==> src/rtl/pol_round_pack_if.sv <==
// Bus bundle for pol_round_pack: PolMem read port plus the packed output stream.
interface pol_round_pack_if;
  logic [5:0]  mem_addr;
  logic        mem_ren;
  logic [63:0] mem_rdata;
  logic [63:0] out_data;
  logic        out_valid;
  logic        out_ready;

  modport master (
    output mem_addr, mem_ren, out_data, out_valid,
    input  mem_rdata, out_ready
  );

  modport slave (
    input  mem_addr, mem_ren, out_data, out_valid,
    output mem_rdata, out_ready
  );
endinterface

==> src/rtl/pol_round_pack.sv <==
// Reads the 64-word PolMem result, rounds each EQ-bit coefficient to EP bits
// and bit-packs the 256 results LSB-first into a 64-bit valid/ready stream.
//
// state | meaning
// IDLE  | after reset, waiting for start
// RUN   | reading PolMem, rounding and emitting packed words
// DONE  | all words accepted; start launches another pass
module pol_round_pack #(
  parameter int EQ = 13,
  parameter int EP = 10,
  parameter int H1 = 1 << (EQ - EP - 1)
) (
  input  logic clk,
  input  logic rst_n,
  input  logic start,
  output logic busy,
  output logic done,
  pol_round_pack_if.master bus
);

  localparam int PUSH   = 4 * EP;
  localparam int NWORDS = 4 * EP;
  localparam int LIMIT  = 128 - PUSH;
  localparam logic [63:0] LANE_MASK = {4{16'((1 << EQ) - 1)}};

  typedef enum logic [1:0] {S_IDLE, S_RUN, S_DONE} state_t;

  state_t       state, state_nx;
  logic [127:0] bitbuf, buf_shift, buf_nx;
  logic [7:0]   cnt_q, cnt_s, cnt_nx, proj;
  logic [6:0]   rd_cnt;
  logic [5:0]   addr_q;
  logic [5:0]   wr_cnt;
  logic         rd_pend;
  logic         ov_q;
  logic         go, pop, issue, last_pop;
  logic [EQ-1:0]   lane_sum;
  logic [PUSH-1:0] packed_lanes;
  logic         unused_hi;

  assign go       = start && (state != S_RUN);
  assign pop      = ov_q && bus.out_ready;
  assign last_pop = pop && (wr_cnt == 6'(NWORDS - 1));
  // In-flight read data counts as already resident so the buffer can never overflow.
  assign proj     = cnt_q + (rd_pend ? 8'(PUSH) : 8'd0);
  assign issue    = (state == S_RUN) && (rd_cnt < 7'd64) && (proj <= 8'(LIMIT));
  assign unused_hi = ^(bus.mem_rdata & ~LANE_MASK);

  always_comb begin
    packed_lanes = '0;
    lane_sum     = '0;
    for (int i = 0; i < 4; i++) begin
      lane_sum = bus.mem_rdata[16*i +: EQ] + EQ'(H1);
      packed_lanes[EP*i +: EP] = lane_sum[EQ-1 -: EP];
    end
  end

  always_comb begin
    buf_shift = pop ? {64'd0, bitbuf[127:64]} : bitbuf;
    cnt_s     = pop ? (cnt_q - 8'd64) : cnt_q;
    buf_nx    = buf_shift;
    cnt_nx    = cnt_s;
    if (rd_pend) begin
      buf_nx = buf_shift | ({{(128 - PUSH){1'b0}}, packed_lanes} << cnt_s);
      cnt_nx = cnt_s + 8'(PUSH);
    end
  end

  always_ff @(posedge clk) begin
    if (!rst_n) state <= S_IDLE;
    else        state <= state_nx;
  end

  always_comb begin
    state_nx = state;
    case (state)
      S_IDLE:  if (start) state_nx = S_RUN;
      S_RUN:   if (last_pop) state_nx = S_DONE;
      S_DONE:  if (start) state_nx = S_RUN;
      default: state_nx = S_IDLE;
    endcase
  end

  always_comb begin
    busy          = (state == S_RUN);
    done          = (state == S_DONE);
    bus.mem_ren   = issue;
    bus.mem_addr  = addr_q;
    bus.out_valid = ov_q;
    bus.out_data  = bitbuf[63:0];
  end

  always_ff @(posedge clk) begin
    if (!rst_n || go) begin
      bitbuf  <= '0;
      cnt_q   <= '0;
      rd_cnt  <= '0;
      addr_q  <= '0;
      wr_cnt  <= '0;
      rd_pend <= 1'b0;
      ov_q    <= 1'b0;
    end else if (state == S_RUN) begin
      bitbuf  <= buf_nx;
      cnt_q   <= cnt_nx;
      ov_q    <= (cnt_nx >= 8'd64);
      rd_pend <= issue;
      if (issue) begin
        rd_cnt <= rd_cnt + 7'd1;
        if (addr_q != 6'd63) addr_q <= addr_q + 6'd1;
      end
      if (pop) wr_cnt <= wr_cnt + 6'd1;
    end
  end

endmodule
==> src/flat_wrapper.sv <==
// flat-port wrapper written by rule: the top's interface ports become plain ports
module pol_round_pack_flat 
#(
  parameter int EQ = 13,
  parameter int EP = 10,
  parameter int H1 = 1 << (EQ - EP - 1)
)
  (clk, rst_n, start, busy, done, bus_mem_addr, bus_mem_ren, bus_out_data, bus_out_valid, bus_mem_rdata, bus_out_ready);
  pol_round_pack_if bus_i ();
  input  logic clk;
  input  logic rst_n;
  input  logic start;
  output logic busy;
  output logic done;
  output wire logic [$bits(bus_i.mem_addr)-1:0] bus_mem_addr;
  output wire logic [$bits(bus_i.mem_ren)-1:0] bus_mem_ren;
  output wire logic [$bits(bus_i.out_data)-1:0] bus_out_data;
  output wire logic [$bits(bus_i.out_valid)-1:0] bus_out_valid;
  input wire logic [$bits(bus_i.mem_rdata)-1:0] bus_mem_rdata;
  input wire logic [$bits(bus_i.out_ready)-1:0] bus_out_ready;
  assign bus_mem_addr = bus_i.mem_addr;
  assign bus_mem_ren = bus_i.mem_ren;
  assign bus_out_data = bus_i.out_data;
  assign bus_out_valid = bus_i.out_valid;
  assign bus_i.mem_rdata = bus_mem_rdata;
  assign bus_i.out_ready = bus_out_ready;
  pol_round_pack #(.EQ(EQ), .EP(EP), .H1(H1)) u_core (.clk(clk), .rst_n(rst_n), .start(start), .busy(busy), .done(done), .bus(bus_i));
endmodule
==> config.mk <==
export PLATFORM = sky130hd
export DESIGN_NAME = pol_round_pack_flat
export DESIGN_NICKNAME = d
export VERILOG_FILES = /design/src/rtl/pol_round_pack_if.sv /design/src/rtl/pol_round_pack.sv /design/src/flat_wrapper.sv
export SDC_FILE = /design/constraint.sdc
export NUM_CORES = 1
export LEC_CHECK = 0
export BUFFER_PORTS_ARGS = -buffer_cell sky130_fd_sc_hd__buf_2
export CAP_MARGIN = 20
export CORE_MARGIN = 2
export CORE_UTILIZATION = 50
export CTS_CLUSTER_SIZE = 30
export DETAILED_ROUTE_END_ITERATION = 8
export PLACE_DENSITY_LB_ADDON = 0.08
export SYNTH_ARGS = -nofsm -noshare
export SYNTH_HDL_FRONTEND = slang
export SYNTH_SLANG_ARGS = --single-unit
==> constraint.sdc <==
create_clock -name clk -period 6.7 [get_ports clk]
set_input_delay 1.34 -clock clk [delete_from_list [all_inputs] [get_ports clk]]
set_output_delay 1.34 -clock clk [all_outputs]
set_load 0.005 [all_outputs]
; ---- After elaboration in Yosys (flattened, before gate mapping)
; Index checks and enable logic that the tools add are counted.
[word_totals]
reg_bits = 159
wordCells = 51
[op_classes]
n_addsub = 10
n_lt_le_gt_ge = 3
n_eq_ne = 7
shift = 1
muxes = 8
n_bitwise = 1
n_reduce_logical = 13
[op_table]
columns = operator, count
row1 = $mux W128, 2
row2 = $or A128 B128 Y128, 1
row3 = $shl A40 B8 Y128, 1
row4 = $add A13 B3 Y13 const B, 4
row5 = $mux W8, 2
row6 = $add A6 B1 Y6 const B, 2
row7 = $add A8 B6 Y8 const B, 1
row8 = $add A8 B8 Y8, 1
row9 = $ge A8 B7 Y1 const B, 1
row10 = $le A8 B7 Y1 const B, 1
row11 = $sub A8 B7 Y8 const B, 1
row12 = $add A7 B1 Y7 const B, 1
row13 = $lt A7 B7 Y1 const B, 1
row14 = $eq A6 B6 Y1 const B, 1
row15 = $mux W6, 1
row16 = $ne A2 B1 Y1 const B, 3
row17 = $ne A6 B6 Y1 const B, 1
row18 = $reduce_and A2 Y1, 3
row19 = $logic_and A1 B1 Y1, 5
row20 = $mux W2, 2
row21 = $pmux W2 S2, 1
row22 = $reduce_and A3 Y1, 1
row23 = $eq A2 B1 Y1 const B, 1
row24 = $eq A2 B2 Y1 const B, 1
row25 = other kinds (4), 4

; ---- Longest topological paths before layout
; Gate-level depths: netlist of the first run.
[depth]
word_depth = 5
depth_mapped = 10
ltp_nobuf = 8

; ---- Worst setup path before layout of the first run
; Ideal clock, no wire load.
[synth_path]
path_kind = input -> register
startpoint = input port bus_mem_rdata[18]
endpoint = register u_core.bitbuf[51]
t_arrival_ns = 2.913
required_time_ns = 6.585
slack_ns = 3.673
path_stages = 7
path_buffers = 0
path_cell_list = ha_1 nand4_1 or3_1 xor2_1 mux2i_1 a221o_1 o21a_1
[synth_via]
elab_chain_len = 4
[synth_rtl]
columns = item, line
row1 = start: declaration, flat_wrapper.sv:19  ; input wire logic [$bits(bus_i.mem_rdata)-1:0] bus_mem_rdata;
row2 = $add A13 B3 Y13, pol_round_pack.sv:53  ; lane_sum = bus.mem_rdata[16*i +: EQ] + EQ'(H1);
row3 = $shl A40 B8 Y128, pol_round_pack.sv:64  ; buf_nx = buf_shift | ({{(128 - PUSH){1'b0}}, packed_lanes} << cnt_s);
row4 = $or A128 B128 Y128, pol_round_pack.sv:64
row5 = $mux W128, pol_round_pack.sv:63  ; if (rd_pend) begin
row6 = end signal: assignment, pol_round_pack.sv:103  ; bitbuf <= buf_nx;
row7 = end: declaration, pol_round_pack.sv:29  ; logic [127:0] bitbuf, buf_shift, buf_nx;
; Every way passes these cells.
; A chain may end at the register's enable or synchronous reset.

; ---- Final worst setup path of the first run
[layout_path]
startpoint = register u_core.cnt_q[3]
endpoint = output port bus_mem_ren
[layout_via]
elab_chain_len = 3
[layout_rtl]
columns = item, line
row1 = start: declaration, pol_round_pack.sv:30  ; logic [7:0] cnt_q, cnt_s, cnt_nx, proj;
row2 = start signal: assignment, pol_round_pack.sv:104  ; cnt_q <= cnt_nx;
row3 = $add A8 B8 Y8, pol_round_pack.sv:45  ; assign proj = cnt_q + (rd_pend ? 8'(PUSH) : 8'd0);
row4 = $le A8 B7 Y1, pol_round_pack.sv:46  ; assign issue = (state == S_RUN) && (rd_cnt < 7'd64) && (proj <= 8'(LIMIT));
row5 = $logic_and A1 B1 Y1, pol_round_pack.sv:46
row6 = end: declaration, flat_wrapper.sv:16  ; output wire logic [$bits(bus_i.mem_ren)-1:0] bus_mem_ren;
; Every way passes these cells.

==> out/metrics.yaml, run 1 <==
global_route:
  grt_max_degree: 76
  grt-ovfl-total: 0
  grt_usage: 0.3403
  grt_antenna_before_repair: 0
  grt_pass1_wl_mm: 55.92
  first_global_vias: 9389
timing:
  final_hold_viol_count: 0
  slew-limit-headroom: 0.2025
  worst_slew_pin_slew_ps: 1192
  fin_crit_ps: 4479
  post-route-period-util: 0.6685
  fmax_mhz: 223.3
  fin_skew_ps: 11.35
  setup-tns-final_ps: 0
  timing.hold.ws_ps: 454.3
  maxSlewViolCount: 0
  setup_viol: 0
  rsz0062_at_grt: "no"
drt:
  via_per_inst: 6.586
  dr.pass1.iters: 5
  wl_met2_mm: 15.58
  dr.first_iter.drc_count: 1479
  drc: 0
  met1_length_mm: 15.89
  wl_per_cell_um: 22.98
  ant_nets: 0
  dr.max_layer_used: "met4"
  route.vias.total: 10550
  wl_mm: 36.82
  route.met3.wl_mm: 3.726
placement:
  dpl.hpwl_mm: 25.65
  io_buffer_count: 121
  gp_congestion: 0.9906
logic_synthesis:
  muxShareOfSynthArea: 0.03377
  yosysUniqueCellTypes: 83
  synth_top_family_by_area: "compound AO/OA/AOI/OAI gates"
  synth_edf_count: 0
  synth_ff_type: "dfxtp_1"
  synthArstFlopShare: 0
  synth_area_per_cell_um2: 7.586
  synthCells: 1309
  synth_compound_area_frac: 0.2784
  synth_xor_area_frac: 0.04587
  synth-seq-cells: 156
  synth_nets: 1388
  synth_warnings: 0
  synthSimpleGateAreaFrac: 0.2235
  synthAdderAreaFrac: 0.01386
  synth-seq-area-share: 0.3145
  netlist_area_um2: 9930
floorplanning:
  initial_core_util: 0.5102
  fp.dieH_um: 144.9
  top_level_ports: 142
  die-area_um2: 21000
  core_um2: 19460
  die_w_um: 144.9
  core.rowCount: 51
pwr:
  powerDensity_nw_per_um2: 213.4
  leakage_nw: 4.103
  ir_drop_mv: 0.1693
setup_path:
  crit_required_ps: 5360
  start_kind: "register"
  endpoint_kind: "output port"
  critPathKind: "register to output port"
  rrSetupSlack_ps: 3220
  timing.critical_path.buf_inv: 2
  crit_family: "buffers and inverters"
  slowest_stage: "o221ai_1"
  r2r-start: "u_core.state[1]"
  rr_worst_depth: 11
  cp.arrival_ps: 3140
  timing.rr.end: "u_core.bitbuf[83]"
  max_stage_delay_ps: 590
  path_cells: "buf_4 > ha_1 > ha_1 > xor2_1 > a32oi_1 > o221ai_1 > nor2_1 > buf_2"
  crit_fanout: 62
  cp_common_cell: "ha_1"
cts:
  h-tree-depth: 4
  clock_latency_ps: 450
  cts_setup_buffers: 0
  clock_sinks: 156
  clkTransAtPathRegs_ps: 70
  tritoncts: "built"
  postCtsResizedCells: 0
  postCtsHoldBufs: 0
  cts_root_buf: "clkbuf_16"
  cts_buffers: 17
  clockBufferDepth: 2
finish:
  multi_input_area_um2: 5942
  diodes: 0
  nNetsFinal: 1403
  layout_commonest_cell: "nand2_1"
  sequential_cell_area_um2: 3126
  layout-drive-gt1-share: 0.1623
  final_cell_mix: "158 x nand2_1, 154 x dfxtp_1, 144 x nor2_1, 122 x buf_2, 95 x o21ai_0"
  syn_to_final_growth_pct: 9.601
  n_fill_cell: 1891
outcome:
  status: "completed"
min_path:
  min_path_type: "register to register"
  min_to: "u_core.bitbuf[105]"
  worstHoldPathCells: 2
  hold_start: "u_core.bitbuf[105]"
job:
  drv_cap: 0
layer usage:
| metal | GRT usage | vias to the layer above |
|---|---|---|
| li1 | - | 4792 |
| met1 | 0.4791 | 4956 |
| met2 | 0.5083 | 678 |
| met3 | 0.06478 | 124 |
| met4 | 0.1455 | 0 |
| met5 | 0 | - |
flip-flops by register name (all words and copies together) (netlist names):
signal                flops
u_core.rd_cnt             7
u_core.bus.out_valid      1
u_core.rd_pend            1
u_core.bus.mem_addr       6
u_core.cnt_q              5
u_core.bitbuf           128
u_core.wr_cnt             6
u_core.state              2
cells by family after synthesis:
| group | after synthesis |
|---|---|
| compound gates | 406 |
| xor+xnor | 52 |
| fa+ha+maj | 11 |
| buf+inv | 172 |
| flops | 156 |
| mux | 27 |
| simple gates | 485 |
tightest hold or removal path, stage by stage (launching register included):
cell and delay [ps]:
dfxtp_1 310, nand2_1 50, nand2_1 40
report_power, final:
part           internal, mW  leakage [nW]  switching [mW]
sequential            0.942          1.26          0.0125
combinational         0.101          2.55           0.229
clock                 0.595         0.290           0.443
area by class of cell:
cell class | instances | area share
Multi-Input combinational cell | 981 | 0.5460
Sequential cell | 156 | 0.2872
Timing Repair Buffer | 146 | 0.07266
Clock buffer | 18 | 0.03943
Tap cell | 265 | 0.03047
Clock inverter | 14 | 0.01667
Inverter | 22 | 0.007588
stage by stage:
stage	std cells	area, um2	power, mW	utilization	setup slack [ps]
floorplan	1309	9930	1.174	-	3673
global placement	1569	10270	1.289	0.5275	2737
detailed placement	1570	10270	1.292	0.5278	2728
CTS	1602	10880	2.309	0.5592	2224
global route	1602	10880	2.381	0.5592	1965
finish	1602	10880	2.322	0.5592	2221
how the worst max path moves through the flow:
| stage | start | slack (ps) | end | cells past startpoint |
|---|---|---|---|---|
| global placement | u_core.cnt_q[3] | 2740 | bus_mem_ren | 8 |
| finish | u_core.cnt_q[3] | 2220 | bus_mem_ren | 8 |
| floorplan | bus_mem_rdata[18] | 3670 | u_core.bitbuf[51] | 7 |
| detailed placement | u_core.cnt_q[3] | 2730 | bus_mem_ren | 8 |
| global route | u_core.cnt_q[3] | 1970 | bus_mem_ren | 8 |
| CTS | u_core.cnt_q[3] | 2220 | bus_mem_ren | 8 |
Yosys cell counts (all sizes together) (9+ instances only):
master	n	area, um2
nand2	161	614.3
dfxtp	156	3123
nor2	146	548.0
o21ai	96	480.5
buf	84	563.0
a21oi	76	384.1
clkbuf	66	249.0
nor3	59	300.3
nand3	44	237.7
xnor2	35	306.5
a211oi	25	187.7
a31oi	23	143.9
inv	21	78.82
mux2i	20	200.2
o22ai	20	125.1
a221oi	19	166.4
xor2	17	148.9
o221ai	15	131.4
o21a	14	105.1
a32oi	12	105.1
nand4	12	81.33
and3	11	68.82
ha	11	137.6
a22oi	9	67.56
and2	9	56.31
o31ai	9	67.56
(Power assumes the default switching activity.)
==> run 2: changes to the inputs <==
--- a/config.mk
+++ b/config.mk
@@ -5,6 +5,7 @@
 export SDC_FILE = /design/constraint.sdc
 export NUM_CORES = 1
 export LEC_CHECK = 0
+export ABC_AREA = 1
 export BUFFER_PORTS_ARGS = -buffer_cell sky130_fd_sc_hd__buf_2
 export CAP_MARGIN = 20
 export CORE_MARGIN = 2
==> constraint.sdc (replaced) <==
create_clock -name clk -period 4.5 [get_ports clk]
set_input_delay 0.9 -clock clk [delete_from_list [all_inputs] [get_ports clk]]
set_output_delay 0.9 -clock clk [all_outputs]
set_load 0.005 [all_outputs]
==> run 2 against run 1 <==
Setup slack worse by 1100 ps. Worst hold slack better by 9.2 ps. Via count is 3.6% higher. Critical path type unchanged. Highest routed layer unchanged.
==> out/metrics.yaml, run 2 <==
floorplanning:
  top_level_ports: 142  # unchanged
  core.rowCount: 51  # unchanged
  fp.dieH_um: 146.0  # +0.72%
  die-area_um2: 21310  # +1.4%
  initial_core_util: 0.5144  # +0.004213
  die_w_um: 146.0  # +0.72%
  core_um2: 19590  # +0.66%
finish:
  fin_util: 0.5565  # -0.002685
  layout_commonest_cell: "nand2_1"
  top_regs: "u_core.bitbuf (128), u_core.rd_cnt (7)"
  diodes: 0  # unchanged
  nNetsFinal: 1703  # +21%
  final_cell_mix: "525 x nand2_1, 215 x nand3_1, 195 x a21oi_1, 156 x dfxtp_1, 121 x buf_2"
  regMostFlops: "u_core.bitbuf"
  syn_to_final_growth_pct: 8.182
  largest_reg_flops: 128  # unchanged
  n_fill_cell: 2035  # +7.6%
  layout-drive-gt1-share: 0.1216  # -0.04074
  design_area_um2: 10900  # +0.17%
cts:
  postCtsHoldBufs: 0  # unchanged
  cts_setup_buffers: 0  # unchanged
  clkTransAtPathRegs_ps: 70  # about the same
  cts_root_buf: "clkbuf_16"
  cts_buffers: 17  # unchanged
  h-tree-depth: 4  # unchanged
  clock_latency_ps: 440  # about the same
  tritoncts: "built"
  clock_sinks: 156  # unchanged
  postCtsResizedCells: 0  # unchanged
  clockBufferDepth: 2  # unchanged
logic_synthesis:
  synthArstFlopShare: 0  # unchanged
  synth_area_leaders: "dfxtp_1 31%, nand2_1 20%, nand3_1 11%, a21oi_1 9.7%, buf_4 5.3%"
  synthCells: 1629  # +24%
  synth-seq-cells: 156  # unchanged
  synth-seq-area-share: 0.3099  # -0.004608
  synthMostInstantiatedCell: "nand2_1"
  yosys.area.top_type: "dfxtp_1"
  synth_area_per_cell_um2: 6.186  # -18%
  yosysTopAreaCellShare: 0.3099  # -0.004608
  yosysUniqueCellTypes: 40  # -52%
  synth_warnings: 0  # unchanged
  synth_nets: 1708  # +23%
  synth_ff_type: "dfxtp_1"
  netlist_area_um2: 10080  # +1.5%
  synth_edf_count: 0  # unchanged
  synth_common_cells: "525 x nand2_1, 215 x nand3_1, 196 x a21oi_1"
setup_path:
  cp_common_cell: "inv_2"
  endpoint_kind: "output port"
  cp.arrival_ps: 2480  # -660 ps
  critPathKind: "register to output port"
  crit_required_ps: 3600  # -1760 ps
  slowest_stage: "buf_4"
  start_kind: "register"
  max_stage_delay_ps: 500  # -90 ps
  path_cells: "buf_4 > inv_2 > o31ai_1 > inv_1 > nand2_1 > nand3_2 > nand2_2 > inv_2 > buf_2"
  crit_fanout: 50  # -19%
timing:
  timing.hold.ws_ps: 463.5  # +9.156 ps
  post-route-period-util: 0.7516
  final_hold_viol_count: 0  # unchanged
  maxSlewViolCount: 0  # unchanged
  fin_crit_ps: 3382
  setup-tns-final_ps: 0  # unchanged
  fmax_mhz: 295.7
  rsz0062_at_grt: "no"
  fin_skew_ps: 10.05  # -1.297 ps
  setup_viol: 0  # unchanged
  slew-limit-headroom: 0.2615  # +0.05907
  worst_slew_pin_slew_ps: 1108  # -84.21 ps
drt:
  wl_mm: 34.03  # -7.6%
  dr.first_iter.drc_count: 1190  # -20%
  dr.pass1.iters: 6  # +1
  ant_nets: 0  # unchanged
  route.met3.wl_mm: 3.118  # -16%
  wl_per_cell_um: 17.89  # -22%
  wl_met2_mm: 14.39  # -7.6%
  route.vias.total: 10930  # +3.6%
  dr.max_layer_used: "met4"
  drc: 0  # unchanged
  via_per_inst: 5.746  # -13%
  met1_length_mm: 15.09  # -5.0%
outcome:
  status: "completed"
placement:
  post_dp_cell_area_um2: 10270  # unchanged
  gp_congestion: 0.9651  # -2.6%
  io_buffer_count: 121  # unchanged
  dpl.hpwl_mm: 24.28  # -5.3%
global_route:
  grt-ovfl-total: 0  # unchanged
  first_global_vias: 9345  # -0.47%
  grt_usage: 0.3140  # -0.02627
  grt_antenna_before_repair: 0  # unchanged
  grt_max_degree: 119  # +57%
  grt_pass1_wl_mm: 52.70  # -5.8%
pwr:
  leakage_nw: 4.675  # +14%
  powerDensity_nw_per_um2: 327.3  # +53%
  finalPower_mw: 3.568  # +54%
  ir_drop_mv: 0.2549  # +51%
min_path:
  min_path_type: "register to register"
job:
  drv_cap: 0  # unchanged
[run 2: cell types whose count changed in the layout (fill, tap and decap cells not counted), moves of 25 or more]
cell      delta
nand2_1    +367
nand3_1    +173
a21oi_1    +120
nor2_1      -85
inv_1       +54
nor3_1      -45
nand4_1     +30
xnor2_1     -28
a211oi_1    -25
[run 2: cell type report]
class	instances	area, um2	share of cell area
Inverter	85	319.1	0.02927
Sequential cell	156	3123	0.2865
Tap cell	265	331.6	0.03041
Multi-Input combinational cell	1225	5746	0.5270
Timing Repair Buffer	139	753.2	0.06909
Clock buffer	20	456.7	0.04189
Clock inverter	12	172.7	0.01584
[run 2: cells by family after synthesis]
kind of cell,synth area share
adder cells (fa/ha/maj),0.01366
flip-flops,0.3099
multiplexers,0.002980
buffers and inverters,0.1217
XOR/XNOR,0.01564
AO/OA/AOI/OAI,0.1639
AND/OR/NAND/NOR,0.3722
[run 2: final timing paths]
check / start / end / slack [ps] / depth (start not counted)
setup / recovery: u_core.cnt_q[4] / bus_mem_ren / 1120 / 9
hold / removal: u_core.state[1] / u_core.state[1] / 460 / 2
hold reg to reg: u_core.state[1] / u_core.state[1] / 460 / 2
setup reg to reg: u_core.state[0] / u_core.bitbuf[91] / 1970 / 8
[run 2: through the flow]
stage,cells,setup WS (ps)
detailed placement,1870,1608
floorplan,1629,2081
global placement,1870,1648
global route,1902,987.3
CTS,1902,1145
finish,1902,1118
[run 2: per-layer routing]
| metal | track usage | up-vias |
|---|---|---|
| met4 | 0.1289 | 0 |
| met3 | 0.07649 | 78 |
| met5 | 0 | - |
| met2 | 0.4552 | 492 |
| met1 | 0.4447 | 4986 |
| li1 | - | 5372 |
[run 2: worst max-delay path, delay by kind of cell (launching register included)]
kind / cells / cell delay, ps
and+or+nand+nor: 3 / 420
AOI/OAI and AO/OA: 1 / 350
buffers and inverters: 5 / 920
DFF: 1 / 350
[run 2: where the power goes]
part	total, mW	internal, mW	switching [mW]
Clock	1.57	0.922	0.650
Combinational	0.537	0.168	0.370
Sequential	1.46	1.42	0.0347
Total	3.57	2.51	1.05
